===== src/rtl/instr_fetch_decode.sv =====
// Multi-cycle fetch/decode stage: fetches one LEGv8-subset word, decodes it, and issues it to execute.
// Optional build macro HALT_ON_ILLEGAL_EN: stop in HALT after issuing an illegal instruction.
module instr_fetch_decode #(
   parameter int                  PC_WIDTH = 32,
   parameter logic [PC_WIDTH-1:0] RESET_PC = '0,
   parameter int                  PC_STEP  = 4
) (
   input  logic                clock,
   input  logic                reset,
   output logic [PC_WIDTH-1:0] imem_addr,
   output logic                imem_req,
   input  logic                imem_ack,
   input  logic [31:0]         imem_data,
   output logic                issue_valid,
   input  logic                issue_ready,
   output logic [4:0]          SA,
   output logic [4:0]          SB,
   output logic [4:0]          DA,
   output logic                W,
   output logic [1:0]          alu_op,
   output logic                use_imm,
   output logic [31:0]         imm,
   output logic                mem_read,
   output logic                mem_write,
   output logic                illegal,
   output logic [PC_WIDTH-1:0] pc_out
);

   localparam logic [PC_WIDTH-1:0] STEP = PC_WIDTH'(PC_STEP);

   localparam logic [10:0] OP_ADD  = 11'b10001011000;
   localparam logic [10:0] OP_SUB  = 11'b11001011000;
   localparam logic [10:0] OP_AND  = 11'b10001010000;
   localparam logic [10:0] OP_ORR  = 11'b10101010000;
   localparam logic [10:0] OP_LDUR = 11'b11111000010;
   localparam logic [10:0] OP_STUR = 11'b11111000000;
   localparam logic [9:0]  OP_ADDI = 10'b1001000100;
   localparam logic [9:0]  OP_SUBI = 10'b1101000100;

   typedef enum logic [1:0] {
      FETCH  = 2'd0,
      DECODE = 2'd1,
`ifdef HALT_ON_ILLEGAL_EN
      ISSUE  = 2'd2,
      HALT   = 2'd3
`else
      ISSUE  = 2'd2
`endif
   } state_t;

   typedef struct packed {
      logic [4:0]  sa;
      logic [4:0]  sb;
      logic [4:0]  da;
      logic        w;
      logic [1:0]  alu_op;
      logic        use_imm;
      logic [31:0] imm;
      logic        mem_read;
      logic        mem_write;
      logic        illegal;
   } dec_t;

   // Decode-field reset value; also the pattern driven for an unsupported opcode (minus illegal).
   localparam dec_t DEC_IDLE = '{sa: 5'd31, sb: 5'd31, da: 5'd31, w: 1'b0, alu_op: 2'b00,
                                 use_imm: 1'b0, imm: 32'd0, mem_read: 1'b0,
                                 mem_write: 1'b0, illegal: 1'b0};

   state_t        state, next_state;
   logic [31:0]   ir;
   logic [PC_WIDTH-1:0] pc;
   dec_t          dec, dec_q;
   logic          fetch_done;
   logic          issue_done;

   assign fetch_done = (state == FETCH) && imem_req && imem_ack;
   assign issue_done = (state == ISSUE) && issue_valid && issue_ready;

   function automatic dec_t rtype(input logic [31:0] i, input logic [1:0] op);
      dec_t d;
      d         = DEC_IDLE;
      d.sa      = i[9:5];
      d.sb      = i[20:16];
      d.da      = i[4:0];
      d.w       = 1'b1;
      d.alu_op  = op;
      return d;
   endfunction

   function automatic dec_t itype(input logic [31:0] i, input logic [1:0] op);
      dec_t d;
      d         = DEC_IDLE;
      d.sa      = i[9:5];
      d.da      = i[4:0];
      d.w       = 1'b1;
      d.alu_op  = op;
      d.use_imm = 1'b1;
      d.imm     = {20'd0, i[21:10]};
      return d;
   endfunction

   function automatic dec_t dtype(input logic [31:0] i);
      dec_t d;
      d         = DEC_IDLE;
      d.sa      = i[9:5];
      d.use_imm = 1'b1;
      d.imm     = {{23{i[20]}}, i[20:12]};
      return d;
   endfunction

   // NOTE: every field gets a default before the case, so no latch can be inferred.
   always_comb begin
      dec         = DEC_IDLE;
      dec.illegal = 1'b1;
      case (ir[31:21])
         OP_ADD:  dec = rtype(ir, 2'b00);
         OP_SUB:  dec = rtype(ir, 2'b01);
         OP_AND:  dec = rtype(ir, 2'b10);
         OP_ORR:  dec = rtype(ir, 2'b11);
         OP_LDUR: begin
            dec          = dtype(ir);
            dec.da       = ir[4:0];
            dec.w        = 1'b1;
            dec.mem_read = 1'b1;
         end
         OP_STUR: begin
            dec           = dtype(ir);
            dec.sb        = ir[4:0];
            dec.mem_write = 1'b1;
         end
         default: begin
            case (ir[31:22])
               OP_ADDI: dec = itype(ir, 2'b00);
               OP_SUBI: dec = itype(ir, 2'b01);
               default: ;
            endcase
         end
      endcase
   end

   always_comb begin
      next_state = state;
      case (state)
         FETCH:  if (fetch_done) next_state = DECODE;
         DECODE: next_state = ISSUE;
         ISSUE: begin
`ifdef HALT_ON_ILLEGAL_EN
            if (issue_done) next_state = dec_q.illegal ? HALT : FETCH;
`else
            if (issue_done) next_state = FETCH;
`endif
         end
`ifdef HALT_ON_ILLEGAL_EN
         HALT:   next_state = HALT;
`endif
         default: next_state = FETCH;
      endcase
   end

   // NOTE: sequential state uses non-blocking assignments only.
   always_ff @(posedge clock) begin
      if (reset) state <= FETCH;
      else       state <= next_state;
   end

   always_ff @(posedge clock) begin
      if (reset) begin
         pc          <= RESET_PC;
         imem_req    <= 1'b0;
         issue_valid <= 1'b0;
         ir          <= 32'd0;
         dec_q       <= DEC_IDLE;
      end else begin
         // Request rises the cycle after FETCH is entered, giving the 4-cycle instruction period.
         imem_req    <= (state == FETCH) && !fetch_done;
         issue_valid <= (next_state == ISSUE);
         if (fetch_done)                          ir    <= imem_data;
         if (state == DECODE)                     dec_q <= dec;
         if (issue_done && next_state == FETCH)   pc    <= pc + STEP;
      end
   end

   assign imem_addr = pc;
   assign pc_out    = pc;
   assign SA        = dec_q.sa;
   assign SB        = dec_q.sb;
   assign DA        = dec_q.da;
   assign W         = dec_q.w;
   assign alu_op    = dec_q.alu_op;
   assign use_imm   = dec_q.use_imm;
   assign imm       = dec_q.imm;
   assign mem_read  = dec_q.mem_read;
   assign mem_write = dec_q.mem_write;
   assign illegal   = dec_q.illegal;

endmodule


===== config.mk =====
export PLATFORM = sky130hd
export DESIGN_NAME = instr_fetch_decode
export DESIGN_NICKNAME = d
export VERILOG_FILES = /design/src/rtl/instr_fetch_decode.sv
export SDC_FILE = /design/constraint.sdc
export NUM_CORES = 1
export LEC_CHECK = 0
export BUFFER_PORTS_ARGS = -buffer_cell sky130_fd_sc_hd__buf_2
export CAP_MARGIN = 20
export CORE_MARGIN = 5
export CORE_UTILIZATION = 45
export CTS_CLUSTER_SIZE = 16
export DETAILED_ROUTE_END_ITERATION = 8
export MAX_ROUTING_LAYER = met4
export PLACE_DENSITY_LB_ADDON = 0.15
export SLEW_MARGIN = 10
export SYNTH_ARGS = -nofsm -noshare
export SYNTH_HDL_FRONTEND = slang
export SYNTH_SLANG_ARGS = --single-unit

===== constraint.sdc =====
create_clock -name clock -period 4.1 [get_ports clock]
set_input_delay 0.41 -clock clock [delete_from_list [all_inputs] [get_ports clock]]
set_output_delay 0.41 -clock clock [all_outputs]
set_load 0.005 [all_outputs]

==> flow_summary_export.csv, run 1 <==
group,metric,value,unit
drt,wirelength,11000,um
clock_tree,ctsHoldBuffers,0,
timing,grt_setup_unrepaired,"no",
drt,vias_per_cell,5.11,
synth,syn-cell-area,4500,um2
placement,pre_cts_ws,2000,ps
synth,yosys.area_share.adder,0.278,%
synth,ys_async_sr_fraction,0,%
power,sw_frac_of_total,23.9,%
floorplan,die_h,110,um
timing,timing.final.crit_share,52.4,%
timing,hold_viol_final,0,
final_layout,drive_gt1_share,28.6,%
synth,synth-seq-cells,101,
floorplan,io_pins,156,
power,leakagePower,2.26,nW
synth,ys_warn_count,0,
power,power_frac_comb,6.4,%
placement,finalWeightedCongestion,0.807,
flow_run,drv_cap,0,
power,pwr_density_cell,341,nW/um2
clock_tree,cts_buffer_depth,2,
worst_hold_path,min_to,"ir[3]",
clock_tree,tritoncts,"yes",
floorplan,start_util,46.0,%
clock_tree,cts_buffers,9,
clock_tree,cts.sinks,101,
drt,ant_nets,0,
final_layout,multi_input_area,1950,um2
grt,antenna_found_initial,0,
clock_tree,cts-resized-gates,0,
final_layout,fill_cells,977,
setup_path,start_kind,"flip-flop",
placement,dp_hpwl,7790,um
timing,max_slew_margin,34.2,%
grt,grt_pass1_wl,17100,um
floorplan,die_w,110,um
timing,worst_slack,1950,ps
setup_path,ff2ff_path_depth,5,
setup_path,endpoint_kind,"flip-flop",
setup_path,path_max_fanout,11,
grt,grt_overflow,0,
synth,syn_avg_cell_area,8.34,um2
power,power_frac_seq,57.9,%
clock_tree,ctsRootBufferMaster,"clkbuf_8",
floorplan,rows,36,
floorplan,core-area,9770,um2
power,peakVddDrop,165,uV
final_layout,seqCellArea,2020,um2
synth,synth_xor_area_share,4.87,%
timing,fmax,0.465,GHz
setup_path,reg2reg_to,"DA[1]",
clock_tree,h-tree-depth,3,
placement,numPortBuffers,151,
worst_hold_path,min_from,"imem_data[3]",
final_layout,final_nets,659,
synth,muxShareOfSynthArea,0,%
synth,yosysSeqAreaShare,45.0,%
grt,track_usage,18.4,%
grt,grt_pass1_vias,3411,
power,p_sw,0.422,mW
clock_tree,post-cts-setup-buffers,0,
drt,wire_per_inst,14.5,um
setup_path,critPathLaunch,"ir[28]",
final_layout,final_cell_mix,"buf_2 (150), dfxtp_1 (101), nand2_1 (90)",
worst_hold_path,hold-path-cell-count,3,
timing,slew_violations,0,
synth,syn_inst,539,
final_layout,area_growth,14.9,%
synth,synth_top_family_by_area,"simple AND/OR/NAND/NOR gates",
timing,worst_pin_slew,983,ps
setup_path,arrival,2370,ps
timing,setup_viol,0,
clock_tree,clk_pin_slew_worst_paths,100,ps
timing,fin_skew,16.2,ps
setup_path,reg2reg_slack,1950,ps
synth,ys.flop_type,"dfxtp_1",
final_layout,layout_commonest_cell,"buf_2",
timing,min_period,2150,ps
worst_hold_path,hp-class,"primary input to flip-flop",
drt,vias,3882,
outcome,status,"complete, no violations",
clock_tree,insertion_delay,360,ps
synth,synth_edf_count,0,
synth,yosys.area_share.simple,24.8,%
synth,post_synth_num_cell_types,45,
setup_path,r2r-start,"ir[28]",
power,intPower,1.34,mW
power,clkPwrFrac,35.7,%
drt,firstDrtPassIters,4,
final_layout,diodes,0,
setup_path,critical_path_class,"flip-flop to flip-flop",
grt,grt_max_degree,115,
drt,drt_iter0_markers,139,
timing,setup_tns,0,ps
synth,synth-compound-area-share,13.1,%
drt,drc,0,
floorplan,dieArea,12100,um2
setup_path,cp_data_required_time,4320,ps
==> worst max-delay path, stage by stage (launching register included) <==
cell and delay (ps):
dfxtp_1 330, nor4b_1 430, nand4b_1 180, a21oi_1 530, or2_1 430, a31oi_1 140
==> registers in the layout (all words and copies together), names as in the netlist <==
| register | flops |
|---|---|
| imem_req | 1 |
| issue_valid | 1 |
| SB | 5 |
| SA | 5 |
| mem_write | 1 |
| ir | 32 |
| state | 2 |
| illegal | 1 |
| alu_op | 2 |
| W | 1 |
| use_imm | 1 |
| imm | 13 |
| mem_read | 1 |
| DA | 5 |
| imem_addr | 30 |
==> how the worst max path moves through the flow <==
stage / end / slack [ps] / depth (start not counted)
4_1_cts: DA[1] / 1990 / 5
5_1_grt: SA[3] / 1720 / 5
3_5_place_dp: DA[1] / 2000 / 5
6_report: DA[1] / 1950 / 5
2_1_floorplan: imem_addr[25] / 2420 / 5
3_3_place_gp: illegal / 2140 / 5
==> stage by stage <==
| stage | std cells | total power, mW | utilization [%] | area (um2) | hold slack, ps |
|---|---|---|---|---|---|
| floorplan | 542 | 1.11 | - | 4510 | 436 |
| global placement | 742 | 1.15 | 50.4 | 4920 | 440 |
| detailed placement | 743 | 1.15 | 50.7 | 4950 | 451 |
| CTS | 758 | 1.77 | 52.6 | 5140 | 264 |
| global route | 759 | 1.84 | 52.9 | 5170 | 263 |
| finish | 759 | 1.76 | 52.9 | 5170 | 275 |
==> Yosys cell counts (4+ instances only) <==
master / n / area, um2
a21oi_1: 53 / 265
a22o_1: 8 / 70.1
a22oi_1: 8 / 60.1
a31oi_1: 10 / 62.6
a32oi_1: 4 / 35.0
and3_1: 7 / 43.8
and4_1: 6 / 52.6
buf_2: 4 / 20.0
buf_4: 54 / 405
clkbuf_1: 28 / 105
dfxtp_1: 101 / 2020
nand2_1: 90 / 338
nand3_1: 11 / 55.1
nand4_1: 9 / 56.3
nor2_1: 46 / 173
nor3_1: 26 / 130
o21ai_0: 10 / 50.1
xnor2_1: 5 / 43.8
xor2_1: 20 / 175
==> logic make-up (layout without fill, tap and decap cells) <==
group,after synthesis,count (layout)
and+or+nand+nor,225,225
DFF,101,101
AOI/OAI and AO/OA,99,99
buffers and inverters,87,171
xor gates and xnor gates,25,25
adders and majority gates,1,1
other,1,4
==> per-layer routing <==
metal / share of wire [%] / GRT usage (%) / up-vias / wire, um
met5: 0 / - / - / 0
li1: - / - / 1946 / -
met2: 49 / 29.7 / 94 / 5410
met3: 4.9 / 2.52 / 9 / 543
met4: 0.96 / 5.61 / 0 / 106
met1: 45 / 24.0 / 1833 / 4960
==> layout make-up <==
cell class              instances  share of cell area (%)
multi-input cells             354                    37.8
repair buffers                156                    16.2
clock buffers                  11                    2.74
clock inverters                 4                   0.944
flip-flops and latches        101                    39.1
well taps                     133                    3.22
==> power by group through the flow <==
stage | clock network (mW) | registers [mW] | logic, mW
5_1_grt | 0.688 | 1.02 | 0.125
4_1_cts | 0.643 | 1.02 | 0.110
3_5_place_dp | 0 | 1.04 | 0.110
3_3_place_gp | 0 | 1.04 | 0.103
2_1_floorplan | 0 | 1.04 | 0.0722
6_report | 0.629 | 1.02 | 0.112
No activity file was read; power rests on OpenSTA's default activity.
==> run 2, diff against run 1 <==
==> constraint.sdc (replaced) <==
create_clock -name clock -period 1.9 [get_ports clock]
set_input_delay 0.19 -clock clock [delete_from_list [all_inputs] [get_ports clock]]
set_output_delay 0.19 -clock clock [all_outputs]
set_load 0.005 [all_outputs]
==> run 2 against run 1 <==
  * Cell count rose by 2.5%
  * Clock skew fell by 5.7 ps
  * Sequential cell count did not move
  * Critical endpoint is now imem_addr[28]
  * Clock power rose by 110%
  * Combinational power rose by 120%
  * Routed wire length rose by 0.39%
  * Die area did not move
==> flow_summary_export.csv, run 2 (synthesis results as in run 1) <==
group,metric,value,unit
final_layout,layout_commonest_cell,"buf_2",
timing,min_period,1760,ps
grt,antenna_found_initial,0,
final_layout,drive_gt1_share,31.3,%
placement,numPlacedInstances,763,
timing,worst_pin_slew,555,ps
final_layout,area_growth,17.6,%
final_layout,seqCellArea,2020,um2
setup_path,cp_data_required_time,2190,ps
grt,grt_pass1_wl,18000,um
setup_path,path_common_cell,"and4_1",
timing,slew_violations,0,
clock_tree,tritoncts,"yes",
placement,pre_cts_ws,89.2,ps
placement,numPortBuffers,151,
timing,whs,58.6,ps
timing,fmax,0.567,GHz
drt,vias_per_cell,4.98,
timing,fin_skew,10.5,ps
floorplan,dieArea,12100,um2
floorplan,rows,36,
grt,track_usage,19.2,%
grt,grt_overflow,0,
floorplan,core-area,9770,um2
final_layout,fill_cells,968,
final_layout,multi_input_area,1960,um2
drt,wire_per_inst,14.2,um
setup_path,cp.depth,5,
final_layout,final_cell_mix,"buf_2 (150), dfxtp_1 (101), nand2_1 (90)",
final_layout,final_util,54.1,%
grt,grt_use_met1,25.4,%
clock_tree,h-tree-depth,3,
drt,ant_nets,0,
placement,finalWeightedCongestion,0.821,
final_layout,largest_reg_flops,32,
grt,grt_pass1_vias,3635,
clock_tree,cts_buffer_depth,2,
setup_path,max_stage_delay,400,ps
drt,drc,0,
clock_tree,cts.sinks,101,
clock_tree,ctsRootBufferMaster,"clkbuf_8",
power,power,3.74,mW
floorplan,die_h,110,um
power,p_sw,0.907,mW
final_layout,fin_cells,778,
drt,firstDrtPassIters,4,
setup_path,cp_top_family,"simple AND/OR/NAND/NOR gates",
final_layout,regMostFlops,"ir",
grt,grt.met3_usage,2.52,%
drt,vias,3875,
setup_path,slowest_stage,"and4_1",
power,sw_frac_of_total,24.3,%
timing,setup_tns,0,ps
timing,setup_viol,0,
clock_tree,clk_pin_slew_worst_paths,90,ps
power,power_frac_comb,6.5,%
power,leakagePower,2.35,nW
worst_hold_path,min_from,"imem_data[29]",
grt,grt_max_degree,53,
drt,wirelength,11100,um
flow_run,drv_cap,0,
drt,drt_iter0_markers,153,
setup_path,critical_path_class,"flip-flop to flip-flop",
clock_tree,insertion_delay,360,ps
outcome,status,"complete, no violations",
setup_path,critPathLaunch,"imem_addr[18]",
timing,grt_setup_unrepaired,"no",
worst_hold_path,hold-path-cell-count,3,
setup_path,cp_cell_sequence,"and4_1, and4_1, nand3_2, or3_1, a21oi_1",
power,peakVddDrop,386,uV
setup_path,cp_num_buf_inv,0,
clock_tree,cts_buffers,9,
power,pwr_density_cell,707,nW/um2
power,power_frac_seq,58.8,%
setup_path,path_max_fanout,6,
timing,timing.final.crit_share,92.9,%
power,clkPwrFrac,34.6,%
timing,max_slew_margin,63.0,%
grt,grtUsageMet2,30.5,%
setup_path,endpoint_kind,"flip-flop",
placement,dp_hpwl,8170,um
timing,worst_slack,135,ps
setup_path,start_kind,"flip-flop",
setup_path,arrival,2050,ps
floorplan,io_pins,156,
power,intPower,2.83,mW
final_layout,final_nets,678,
final_layout,final_cell_area,5290,um2
placement,dpl-instance-area,5090,um2
floorplan,die_w,110,um
worst_hold_path,hp-class,"primary input to flip-flop",
timing,hold_viol_final,0,
grt,busiest_layer,"met2",
final_layout,diodes,0,
clock_tree,post-cts-setup-buffers,0,
setup_path,r2r-start,"imem_addr[18]",
setup_path,ff2ff_path_depth,5,
floorplan,start_util,46.0,%
## run 2: cell count changes in the layout (fill, tap and decap cells not counted), moves of 2 or more
cell | previous run | this run
buf_16 | 2 | 0
buf_4 | 4 | 24
clkbuf_8 | 10 | 12
clkinvlp_4 | 0 | 2
## run 2: repair_timing
| item | in CTS | in global routing |
|---|---|---|
| endpoints found under the setup margin | 0 | 13 |
| hold buffers | 0 | 0 |
| resized for setup | 0 | 3 |
## run 2: path summary, 6_finish.rpt
check | end | slack [ps]
setup / recovery | imem_addr[28] | 140
hold / removal | ir[29] | 60
setup reg to reg | imem_addr[28] | 140
hold reg to reg | imm[10] | 460
## run 2: layer usage
| layer | vias up | routed length [um] |
|---|---|---|
| met4 | 0 | 116 |
| li1 | 1981 | - |
| met5 | - | 0 |
| met1 | 1783 | 5030 |
| met2 | 102 | 5310 |
| met3 | 9 | 603 |
## run 2: worst min-delay path, stage by stage
cell	delay, ps
buf_2	90
nand2_1	40
a21oi_1	50
## run 2: power groups by stage
| stage | logic, mW | registers (mW) | clock network, mW |
|---|---|---|---|
| detailed placement | 0.247 | 2.25 | 0 |
| finish | 0.245 | 2.20 | 1.29 |
| CTS | 0.247 | 2.20 | 1.34 |
| global route | 0.281 | 2.21 | 1.42 |
| floorplan | 0.156 | 2.24 | 0 |
| global placement | 0.243 | 2.25 | 0 |
## run 2: area by class of cell
class                      instances  area share [%]
multi-input combinational        354            37.1
sequential                       101            38.2
timing repair buffer             175            18.0
tap                              133            3.15
clock buffer                      12            3.12
clock inverter                     3           0.379
